<file path="config.mk">
export PLATFORM = sky130hd
export DESIGN_NAME = wave_rebuild
export DESIGN_NICKNAME = d
export VERILOG_FILES = /design/src/rtl/wave_rebuild_pkg.sv /design/src/rtl/wave_rebuild_lat_pipe.sv /design/src/rtl/wave_rebuild.sv
export SDC_FILE = /design/constraint.sdc
export NUM_CORES = 1
export LEC_CHECK = 0
export CAP_MARGIN = 15
export CORE_MARGIN = 1.5
export CORE_UTILIZATION = 40
export CTS_BUF_LIST = sky130_fd_sc_hd__clkbuf_4 sky130_fd_sc_hd__clkbuf_8 sky130_fd_sc_hd__clkbuf_16
export DETAILED_ROUTE_END_ITERATION = 16
export HOLD_SLACK_MARGIN = 0.05
export SLEW_MARGIN = 20
export SYNTH_ARGS = -nofsm -noshare
export SYNTH_HDL_FRONTEND = slang
export SYNTH_HIERARCHICAL = 1
export SYNTH_SLANG_ARGS = --single-unit
</file>
<file path="constraint.sdc">
create_clock -name clk -period 2.6 [get_ports clk]
set_clock_uncertainty 0.15 [all_clocks]
set_input_delay 0.52 -clock clk [delete_from_list [all_inputs] [get_ports clk]]
set_output_delay 0.52 -clock clk [all_outputs]
set_load 0.01 [all_outputs]
</file>
<file path="src/rtl/wave_rebuild_pkg.sv">
// Shared constants and types for the wave rebuild sample path.
package wave_rebuild_pkg;
  localparam int ACC_W_DEF  = 22;
  localparam int DATA_W_DEF = 8;
  localparam int PH_MSB     = 20;
  localparam int PH_LSB     = 10;
  localparam int SIGN_BIT   = 21;

  typedef logic signed [DATA_W_DEF:0] sample_t;

  typedef struct packed {
    logic vld;
    logic sign;
  } flag_t;
endpackage

</file>
<file path="src/rtl/wave_rebuild_lat_pipe.sv">
// DEPTH-deep {valid, sign} shift register that tracks a fixed read latency.
module lat_pipe
  import wave_rebuild_pkg::*;
#(
  parameter int DEPTH = 1
) (
  input  logic  clk,
  input  logic  rst_n,
  input  flag_t d,
  output flag_t q
);
  flag_t [DEPTH-1:0] vld_pipe;

  always_ff @(posedge clk or negedge rst_n) begin
    if (!rst_n) begin
      vld_pipe <= '0;
    end else begin
      vld_pipe[0] <= d;
      for (int i = 1; i < DEPTH; i++) vld_pipe[i] <= vld_pipe[i-1];
    end
  end

  assign q = vld_pipe[DEPTH-1];
endmodule

</file>
<file path="src/rtl/wave_rebuild.sv">
// Phase accumulator plus sign restore for the folded sine ROM.
// Build option WAVE_REBUILD_PHASE_RESET_EN: tune_load also zeroes the phase.
module wave_rebuild
  import wave_rebuild_pkg::*;
#(
  parameter int ACC_W   = ACC_W_DEF,
  parameter int DATA_W  = DATA_W_DEF,
  parameter int ROM_LAT = 1
) (
  input  logic                clk,
  input  logic                rst_n,
  input  logic                sample_tick,
  input  logic                enable,
  input  logic                tune_load,
  input  logic [ACC_W-1:0]    tune_word,
  output logic [10:0]         phase_addr,
  input  logic [DATA_W-1:0]   rom_data,
  output logic signed [DATA_W:0] sample,
  output logic                sample_valid
);
  logic [ACC_W-1:0] acc, inc, acc_sum;
  logic             clr, launch;
  flag_t            iss, rom_flag;
  logic [DATA_W:0]  mag;

`ifdef WAVE_REBUILD_PHASE_RESET_EN
  assign clr = tune_load;
`else
  assign clr = 1'b0;
`endif

  assign acc_sum = acc + inc;
  assign launch  = sample_tick & enable & ~clr;

  // inc is read before it is reloaded, so a coincident tick uses the old pitch
  always_ff @(posedge clk or negedge rst_n) begin
    if (!rst_n) begin
      acc <= '0;
      inc <= '0;
      iss <= '0;
    end else begin
      if (tune_load) inc <= tune_word;
      if (clr)         acc <= '0;
      else if (launch) acc <= acc_sum;
      iss <= '{vld: launch, sign: acc_sum[SIGN_BIT]};
    end
  end

  assign phase_addr = acc[PH_MSB:PH_LSB];

  // iss lines up with phase_addr; the pipe then covers the ROM read
  lat_pipe #(.DEPTH(ROM_LAT)) u_lat (
    .clk   (clk),
    .rst_n (rst_n),
    .d     (iss),
    .q     (rom_flag)
  );

  assign mag = {1'b0, rom_data};

  always_ff @(posedge clk or negedge rst_n) begin
    if (!rst_n) begin
      sample       <= '0;
      sample_valid <= 1'b0;
    end else begin
      sample_valid <= rom_flag.vld;
      if (rom_flag.vld) sample <= rom_flag.sign ? $signed(-mag) : $signed(mag);
    end
  end
endmodule

</file>
==> results by group, run 1 <==
Yosys
  • Avg Cell Area, Syn: a little over 10 sq um
  • Mapped Area: 0.003471 sq mm
  • Ys Warns: 6
  • Sequential area share after synthesis: 41.82%
  • Synth Register Bits: 58
  • Top FF cell, synth: dfrtp_1
  • Post-synth EDFFs: 0
  • Share of flip-flops with an asynchronous set or reset: between 90% and 100%
  • Net Count, Synth: 403
  • Syn Inst Count: 345
  • Unique cell type count in the Yosys netlist: 55

Critical path
  • WP data required: around 2700 ps
  • Crit-path cells: ha_2, inv_2, fa_2, and2b_1, o31a_2, o41ai_2, o21ai_2, a41oi_2, or4b_1, nand3_1
  • CP Data Arrival Time: ~2800 ps
  • Family with the most delay on the worst path: simple AND/OR/NAND/NOR gates
  • Worst R2R Setup Slack: -30 ps
  • CP max-delay cell: or4b_1
  • Worst path max stage delay: 480 ps
  • Crit Path Class: flip-flop to flip-flop
  • CP Launch Type: flip-flop
  • Crit path capture type: flip-flop
  • Bufs and invs on worst path: 1
  • Critical-path maximum fanout: 6

STA
  • Min Clock Period, post-route: 2631 ps
  • Fmax achieved: 0.3800 GHz
  • Worst Tran Pin Value: roughly 570 ps
  • Worst setup margin: -31.30 ps
  • Setup TNS: -31.30 ps
  • RSZ-0062 raised after global routing: true
  • Relative slew slack: 62.11%
  • Final slew viol count: 0
  • Final setup violation count: 1
  • Period utilisation layout: 101.2%
  • Final hold violation count: 0

Layout
  • Fill count: 779
  • Cell Count, Final, Fillers Out: 507
  • Final core occ: a little over half
  • Post-layout instance area: 0.004325 sq mm
  • Area Overhead vs Synth: 24.62%
  • # diodes: 0
  • Layout cells sized above 1: 17.16%
  • Nets: between 400 and 500

Clock network
  • H-tree depth: 3
  • Clk Tree Root Cell: clkbuf_8
  • Clock sink count: 58
  • CTS tree: built
  • Clock latency on the worst-skew pair: 340 ps
  • TritonCTS buffer count: 9
  • Max clock buf depth: 2
  • Clock transition at path regs: 70 ps

Status
  • Outcome: complete, but fails checks
  • Failing checks: negative setup slack

Detailed routing
  • Via density: about 5.3
  • WL/cell: 14.24 um
  • DR vias: 2,664
  • DR pass1 iterations: 5
  • Routed wire length: 7219 um
  • Routed Antenna Nets: 0
  • Starting DRT DRC Count: 96
  • DR DRC count: 0

Place
  • I/O Buffers: 55
  • Routability Congestion: slightly below 0.9
  • Cell total after placement: roughly 490
  • Final HPWL DP: ~5200 um
  • Placed inst area: 0.004059 sq mm

Flow run
  • Max Cap Violations: 0

Global route
  • Pin count of the biggest net entering global routing: 26
  • Vias in the first global route: 2,527
  • Initial antenna violation count: 0
  • Gr usage total: between 10% and 20%
  • Overflow after GRT: 0
  • First-pass GRT wire length: 11,760 um

Floorplan
  • Total core area: 0.008299 sq mm
  • IO Pins: 56
  • Die width: a little under 100 um
  • Initial Utilization: 41.82%
  • DIE HEIGHT: roughly 96 um
  • Cell row count: 33
  • Die ar.: approximately 0.0092 sq mm

Worst hold path
  • HP Class: flip-flop to flip-flop

Power
  • PwrDens: 1041 mW/mm^2
  • VDD IR max: between 0.4 and 0.5 mV
  • Pleak: 1.862 nW
## per-layer routing
metal	vias up	wire length, um	track usage, %	part of all wire [%]
li1	1337	-	-	-
met1	1264	3694	23.02	51
met2	55	3126	25.70	43
met3	8	288	3.081	4.0
met4	0	110	6.985	1.5
met5	-	0	0	0
## layout by cell type, fill, tap and decap left out, drive strengths merged, types with 5 or more instances in the layout
master         netlist  final
dfrtp               58     58
clkdlybuf4s50        0     54
nand2               31     31
o21ai               30     30
mux2                23     23
ha                  22     22
a21oi               22     22
nor2                18     18
xor2                14     14
inv                 12     12
buf                 13     11
clkbuf              12     10
a21o                 9      9
a211oi               6      6
xnor2                6      6
nor3                 6      6
nand4                5      5
a31oi                5      5
## worst paths after layout
path	start	endpoint	depth (start not counted)
min in group asynchronous	rst_n	sample[2]$_DFFE_PN0P_	2
worst min register to register	iss[1]$_DFF_PN0_	u_lat/q[1]$_DFF_PN0_	0
max in group asynchronous	rst_n	acc[8]$_DFFE_PN0P_	3
worst min-delay path	iss[1]$_DFF_PN0_	u_lat/q[1]$_DFF_PN0_	0
worst max-delay path	acc[0]$_DFFE_PN0P_	acc[20]$_DFFE_PN0P_	10
worst max register to register	acc[0]$_DFFE_PN0P_	acc[20]$_DFFE_PN0P_	10
## cell families (layout without fill, tap and decap cells)
kind of cell | count (synthesis) | after routing | share of synthesized area (%)
adders and majority gates | 23 | 23 | 8.507
buffers and inverters | 37 | 94 | 5.371
DFF | 58 | 58 | 41.82
and+or+nand+nor | 86 | 86 | 12.58
AOI/OAI and AO/OA | 95 | 95 | 18.35
xor gates and xnor gates | 20 | 20 | 5.047
muxes | 26 | 26 | 8.327
## per-stage QoR
stage	total power (W)	hold slack [ps]	setup slack (ps)
final	0.004504	200.4	-31.30
after global routing	0.004877	223.0	-129.3
after CTS	0.004461	202.1	-38.57
after detailed placement	0.003551	185.5	-33.37
after global placement	0.003522	183.5	-0.1472
after floorplan	0.003008	74.41	154.6
## flip-flops by register name, indices dropped and copies added, names as in the netlist
register,count
sample_valid,1
iss,2
inc,22
sample,9
acc,22
u_lat/q,2
## what timing repair did
action                                  in CTS  in global routing
hold endpoints to repair                    23                  0
hold buffers                                 1                  0
gates resized for setup                      1                  9
pin swaps                                    1                  5
setup buffers                                0                  3
endpoints found under the setup margin       3                  8
## layout make-up
cell class	instances	area, sq um	area share [%]
multi-input combinational	250	1863	43.07
inverter	12	45.04	1.041
tap	105	131.4	3.037
sequential	58	1451	33.56
timing repair buffer	66	630.6	14.58
clock buffer	10	137.6	3.182
clock inverter	6	66.31	1.533
## power breakdown
group	switching, W	internal [W]
sequential	0.000191	0.00117
clock	0.000385	0.000468
combinational	0.00117	0.00111
total	0.00175	0.00275
## Yosys cell counts (all sizes together) (2+ instances only)
library cell	instances	share of area (%)
clkbuf	12	1.3
or4	2	0.43
inv	12	1.3
o311ai	2	0.50
ha	22	7.9
nand4	5	0.90
nand2	31	3.4
a21oi	22	3.3
nor2b	2	0.36
a21boi	3	0.65
buf	13	2.7
mux2i	3	0.87
and2	3	0.61
a2111oi	2	1.0
o31ai	4	0.87
nand2b	2	0.36
a31oi	5	0.90
o21bai	2	0.43
o21ai	30	4.4
or3	2	0.36
a211oi	6	1.4
xor2	14	3.5
a21o	9	1.9
mux2	23	7.5
nand3	4	0.58
nor2	18	1.9
nor3b	4	1.0
dfrtp	58	42
nor3	6	1.0
o21a	3	0.65
and3	2	0.36
xnor2	6	1.5
## worst register-to-register path: stages (launching register included)
cell     delay, ps
dfrtp_1        360
ha_2           190
inv_2           40
fa_2           320
and2b_1        210
o31a_2         150
o41ai_2         70
o21ai_2        340
a41oi_2        180
or4b_1         480
nand3_1         80
No activity file was read; power rests on OpenSTA's default activity.
==> run 2, diff against run 1 <==
GPL_TIMING_DRIVEN = 0   (was not set)
==> results by group, run 2 (same netlist as run 1, synthesis figures left out) <==
Status
  • Outcome: complete, but fails checks
  • Failing checks: negative setup slack

Critical path
  • WP data required: 2720 ps (about the same)
  • Crit Path Class: flip-flop to flip-flop
  • Crit path capture type: flip-flop
  • CP max-delay cell: or4b_1
  • Worst path max stage delay: 500 ps (+20 ps)
  • CP Launch Type: flip-flop
  • Bufs and invs on worst path: 1 (unchanged)
  • Critical-path maximum fanout: 6 (unchanged)
  • CP Data Arrival Time: 2740 ps (about the same)
  • Family with the most delay on the worst path: simple AND/OR/NAND/NOR gates
  • Crit-path cells: ha_2, inv_2, fa_2, and2b_1, o31a_2, o41ai_4, o21ai_4, a41oi_2, or4b_1, nand3_1

Clock network
  • Clock sink count: 58 (unchanged)
  • Clk Tree Root Cell: clkbuf_8
  • TritonCTS buffer count: 9 (unchanged)
  • H-tree depth: 3 (unchanged)
  • CTS tree: built
  • Clock latency on the worst-skew pair: 340 ps (about the same)
  • Clock transition at path regs: 70 ps (about the same)
  • Max clock buf depth: 2 (unchanged)

STA
  • Period utilisation layout: 100.7% (-0.52 points)
  • Final slew viol count: 0 (unchanged)
  • Final setup violation count: 1 (unchanged)
  • Min Clock Period, post-route: 2618 ps (-13.45 ps)
  • Fmax achieved: 0.3820 GHz (+0.51%)
  • RSZ-0062 raised after global routing: true
  • Final hold violation count: 0 (unchanged)
  • Relative slew slack: 61.16% (-0.94 points)
  • WHS: 198.1 ps (-2.332 ps)
  • Worst setup margin: -17.84 ps (+13.45 ps)
  • Worst Tran Pin Value: 582.6 ps (+14.16 ps)

Floorplan
  • Die width: 96.15 um (unchanged)
  • Initial Utilization: 41.82% (unchanged)
  • IO Pins: 56 (unchanged)
  • Cell row count: 33 (unchanged)
  • Die ar.: 0.009245 sq mm (unchanged)
  • Total core area: 0.008299 sq mm (unchanged)
  • DIE HEIGHT: 96.15 um (unchanged)

Global route
  • Overflow after GRT: 0 (unchanged)
  • First-pass GRT wire length: 12,610 um (+7.2%)
  • Vias in the first global route: 2,604 (+3.0%)
  • Initial antenna violation count: 0 (unchanged)
  • Pin count of the biggest net entering global routing: 44 (+69%)
  • Gr usage total: 18.06% (+1.3 points)

Layout
  • Commonest non-fill, non-tap cell in the layout: dfrtp_1
  • Fill count: 776 (-0.39%)
  • Post-layout instance area: 0.004473 sq mm (+3.4%)
  • Most frequent cells in the layout: dfrtp_1 (58), clkdlybuf4s50_1 (53), nand2_1 (31)
  • Largest regs: acc: 22 flops, inc: 22 flops, sample: 9 flops
  • FF/Latch Area: 0.001451 sq mm (unchanged)
  • Nets: 473 (+4.0%)
  • # diodes: 0 (unchanged)
  • Layout cells sized above 1: 18.14% (+0.97 points)
  • Area occupied by multi-input gates: 0.001879 sq mm (+0.87%)
  • Area Overhead vs Synth: 28.88%
  • Final core occ: 53.90% (+1.8 points)
  • Cell Count, Final, Fillers Out: 524 (+3.4%)

Power
  • Switching Fraction: 37.10% (-1.8 points)
  • Switch Pwr: 0.001768 W (+1.0%)
  • PwrDens: 1065 mW/mm^2 (+2.3%)
  • Internal cell power: 0.002997 W (+8.8%)
  • Sequential power share: 28.3% (-2.0 points)
  • Pleak: 1.942 nW (+4.3%)
  • Comb pwr share: 51.3% (+0.5 points)
  • VDD IR max: 0.4510 mV (+0.73%)
  • Clk pwr share: 20.4% (+1.5 points)

Place
  • Worst slack, placed: -97.50 ps (-64.13 ps)
  • Routability Congestion: 0.8841 (+0.15%)
  • Final HPWL DP: 5462 um (+5.9%)
  • Placed inst area: 0.004168 sq mm (+2.7%)
  • I/O Buffers: 54 (-1.8%)
  • Cell total after placement: 505 (+3.7%)

Detailed routing
  • Routed Antenna Nets: 0 (unchanged)
  • Via density: 5.250 (about the same)
  • Starting DRT DRC Count: 103 (+7.3%)
  • DR vias: 2,751 (+3.3%)
  • DR DRC count: 0 (unchanged)
  • WL/cell: 14.63 um (+2.7%)
  • Routed wire length: 7664 um (+6.2%)
  • DR pass1 iterations: 4 (-1)

Flow run
  • Max Cap Violations: 0 (unchanged)

Worst hold path
  • HP Class: flip-flop to flip-flop
==> run 2: cell types whose count changed in the layout (fill, tap and decap cells not counted), moves of 2 or more <==
cell / change
clkbuf_1: +11
buf_4: +6
clkinvlp_4: -3
clkbuf_4: +2
==> run 2: metal layers <==
layer | part of all wire (%) | GRT usage [%] | vias to the layer above
met3 | 4.2 | 4.423 | 9
met4 | 1.5 | 6.250 | 0
li1 | - | - | 1373
met1 | 50 | 24.86 | 1314
met5 | 0 | 0 | -
met2 | 44 | 27.52 | 55
==> run 2: path summary, 6_finish.rpt <==
check	end	start	slack, ps	depth (start not counted)
setup / recovery	acc[20]$_DFFE_PN0P_	acc[0]$_DFFE_PN0P_	-20	10
hold reg to reg	u_lat/q[0]$_DFF_PN0_	iss[0]$_DFF_PN0_	200	0
min in group asynchronous	sample[7]$_DFFE_PN0P_	rst_n	440	2
setup reg to reg	acc[20]$_DFFE_PN0P_	acc[0]$_DFFE_PN0P_	-20	10
hold / removal	u_lat/q[0]$_DFF_PN0_	iss[0]$_DFF_PN0_	200	0
max in group asynchronous	acc[7]$_DFFE_PN0P_	rst_n	1370	3
==> run 2: per-stage QoR <==
stage / total power, W / TNS [ps]
final: 0.004764 / -17.84
after global routing: 0.005149 / -447.8
after CTS: 0.004755 / -35.72
after detailed placement: 0.003686 / -287.8
after global placement: 0.003642 / -63570
after floorplan: 0.003008 / 0
==> run 2: area by class of cell <==
class                           instances  area share (%)
Timing Repair Buffer                   59           13.37
Clock inverter                          2           1.343
Buffer                                 25           3.161
Tap cell                              105           2.937
Inverter                               12           1.007
Multi-Input combinational cell        250           42.01
Clock buffer                           13           3.720
Sequential cell                        58           32.45
==> run 2: repair_timing <==
| action | CTS | global route |
|---|---|---|
| setup buffers | 1 | 2 |
| setup endpoints to repair | 6 | 7 |
| pin swaps | 2 | 1 |
| gates resized for setup | 7 | 4 |
| endpoints found under the hold margin | 15 | 0 |
| hold buffers | 1 | 0 |
==> run 2: worst register-to-register path, cell delays in order, from the launching register on <==
cell,delay [ps]
dfrtp_1,350
ha_2,200
inv_2,40
fa_2,330
and2b_1,220
o31a_2,170
o41ai_4,80
o21ai_4,250
a41oi_2,190
or4b_1,500
nand3_1,80
==> run 2: power groups by stage <==
stage	clock network [W]	logic (W)	registers, W
floorplan	0	0.00166	0.00135
global placement	0	0.00228	0.00136
detailed placement	0	0.00232	0.00137
CTS	0.00100	0.00240	0.00135
global route	0.00104	0.00272	0.00139
finish	0.000971	0.00244	0.00135
==> run 3, diff against run 2 <==
CAP_MARGIN = not set   (was 15)
CORE_UTILIZATION = 45   (was 40)
PLACE_DENSITY = 0.72   (was not set)
==> results by group, run 3 (same netlist as run 1, synthesis figures left out) <==
Status
  • Outcome: complete, but fails checks
  • Failing checks: negative setup slack

STA
  • Final slew viol count: 0 (unchanged)
  • Fmax achieved: 0.3705 GHz (-3.0%)
  • Period utilisation layout: 103.8% (+3.1 points)
  • Setup TNS: -250.4 ps (-232.6 ps)
  • Worst Tran Pin Value: 612.6 ps (+30.07 ps)
  • Worst setup margin: -99.12 ps (-81.28 ps)
  • Relative slew slack: 58.64% (-2.5 points)
  • Final setup violation count: 5 (+4)
  • RSZ-0062 raised after global routing: true
  • Min Clock Period, post-route: 2699 ps (+81.28 ps)
  • Final hold violation count: 0 (unchanged)

Layout
  • Layout cells sized above 1: 19.34% (+1.2 points)
  • Commonest non-fill, non-tap cell in the layout: dfrtp_1
  • Most frequent cells in the layout: dfrtp_1 (58), clkdlybuf4s50_1 (53), nand2_1 (31)
  • Largest regs: acc: 22 flops, inc: 22 flops, sample: 9 flops
  • Area Overhead vs Synth: 28.37%
  • # diodes: 0 (unchanged)
  • Nets: 478 (+1.1%)
  • Cell Count, Final, Fillers Out: 523 (-0.19%)

Global route
  • First-pass GRT wire length: 12,450 um (-1.3%)
  • Initial antenna violation count: 0 (unchanged)
  • Top Usage Layer GRT: met2
  • Overflow after GRT: 0 (unchanged)
  • Met1 usage: 24.40% (-0.46 points)
  • M3 GR Usage: 3.535% (-0.89 points)
  • Vias in the first global route: 2,752 (+5.7%)
  • Gr usage total: 18.84% (+0.78 points)
  • Pin count of the biggest net entering global routing: 41 (-6.8%)
  • M2 GR Usage: 30.14% (+2.6 points)

Worst hold path
  • HP Class: flip-flop to flip-flop

Place
  • I/O Buffers: 54 (unchanged)
  • Routability Congestion: 0.8693 (-1.7%)
  • Final HPWL DP: 5417 um (-0.82%)
  • Cell total after placement: 499 (-1.2%)

Clock network
  • CTS tree: built
  • Clk Tree Root Cell: clkbuf_8
  • H-tree depth: 3 (unchanged)
  • Clock sink count: 58 (unchanged)
  • Clock transition at path regs: 70 ps (about the same)
  • TritonCTS buffer count: 9 (unchanged)
  • Max clock buf depth: 2 (unchanged)
  • Clock latency on the worst-skew pair: 340 ps (about the same)

Critical path
  • CP max-delay cell: or4b_1
  • Crit-path cells: ha_2, inv_2, fa_2, and2b_1, o31a_2, o41ai_2, o21ai_2, a41oi_2, or4b_1, nand3_1
  • CP Launch Type: flip-flop
  • WP data required: 2720 ps (about the same)
  • Crit Path Class: flip-flop to flip-flop
  • Worst path max stage delay: 500 ps (about the same)
  • CP Data Arrival Time: 2820 ps (+80 ps)
  • Critical-path maximum fanout: 6 (unchanged)
  • Crit path capture type: flip-flop

Floorplan
  • IO Pins: 56 (unchanged)
  • DIE HEIGHT: 90.83 um (-5.5%)
  • Initial Utilization: 47.10% (+5.3 points)
  • Total core area: 0.007370 sq mm (-11%)
  • Die width: 90.83 um (-5.5%)
  • Cell row count: 31 (-6.1%)
  • Die ar.: 0.008249 sq mm (-11%)

Flow run
  • Max Cap Violations: 0 (unchanged)

Power
  • Pleak: 1.956 nW (+0.69%)
  • VDD IR max: 0.5703 mV (+26%)
  • PwrDens: 1050 mW/mm^2 (-1.4%)

Detailed routing
  • Via density: 5.373 (+2.3%)
  • Starting DRT DRC Count: 70 (-32%)
  • WL/cell: 14.07 um (-3.8%)
  • Routed Antenna Nets: 0 (unchanged)
  • DR vias: 2,810 (+2.1%)
  • DR pass1 iterations: 4 (unchanged)
  • Routed wire length: 7361 um (-4.0%)
  • DR DRC count: 0 (unchanged)
-- run 3: cell count changes in the layout (fill, tap and decap cells not counted), sizes merged --
cell    change
clkbuf      -1
clkinv      +2
buf         +5
bufinv      -1
-- run 3: path summary, 6_finish.rpt --
| check | start | to | slack (ps) | depth (start not counted) |
|---|---|---|---|---|
| worst max register to register | acc[0]$_DFFE_PN0P_ | acc[20]$_DFFE_PN0P_ | -100 | 10 |
| worst max-delay path | acc[0]$_DFFE_PN0P_ | acc[20]$_DFFE_PN0P_ | -100 | 10 |
| max in group asynchronous | rst_n | acc[13]$_DFFE_PN0P_ | 1360 | 3 |
| min in group asynchronous | rst_n | sample[8]$_DFFE_PN0P_ | 450 | 2 |
| worst min register to register | iss[0]$_DFF_PN0_ | u_lat/q[0]$_DFF_PN0_ | 200 | 0 |
| worst min-delay path | iss[0]$_DFF_PN0_ | u_lat/q[0]$_DFF_PN0_ | 200 | 0 |
-- run 3: worst max-delay path, delay by kind of cell (launching register included) --
family / cells / cell delay [ps]
adders and majority gates: 2 / 520
buffers and inverters: 1 / 40
DFF: 1 / 360
and+or+nand+nor: 3 / 800
AOI/OAI and AO/OA: 4 / 740
-- run 3: area by class of cell --
type / count / area, sq um
fillers: 626 / 2914
well taps: 99 / 123.9
repair buffers: 64 / 628.1
clock buffers: 12 / 152.6
multi-input cells: 250 / 1873
inverters: 12 / 45.04
clock inverters: 3 / 40.04
flip-flops and latches: 58 / 1451
plain buffers: 25 / 141.4
-- run 3: what timing repair did --
action | CTS | global route
gates resized for setup | 5 | 9
hold endpoints to repair | 18 | 0
pin swaps | 2 | 7
setup buffers | 3 | 5
endpoints found under the setup margin | 6 | 7
hold buffers | 1 | 0
-- run 3: per-layer routing --
| metal | share of wire (%) | wire, um | up-vias |
|---|---|---|---|
| met2 | 46 | 3373 | 61 |
| li1 | - | - | 1386 |
| met1 | 47 | 3488 | 1350 |
| met5 | 0 | 0 | - |
| met3 | 4.4 | 325 | 13 |
| met4 | 2.3 | 172 | 0 |
-- run 3: stage by stage --
step | hold slack (ps) | setup slack, ps | instance area (sq um) | utilization [%] | power [W]
CTS | 199.1 | -65.98 | 4390 | 59.58 | 0.004575
global placement | 181.8 | -1015 | 4135 | 56.11 | 0.003614
global route | 222.8 | -227.4 | 4456 | 60.46 | 0.005038
detailed placement | 184.7 | -171.3 | 4153 | 56.35 | 0.003682
floorplan | 74.41 | 154.6 | 3471 | - | 0.003008
finish | 197.5 | -99.12 | 4456 | 60.46 | 0.004679
-- run 3: where the power goes --
| part | internal (W) | total, W | switching (W) |
|---|---|---|---|
| Sequential | 0.00117 | 0.00135 | 0.000179 |
| Combinational | 0.00126 | 0.00250 | 0.00124 |
| Clock | 0.000481 | 0.000825 | 0.000344 |
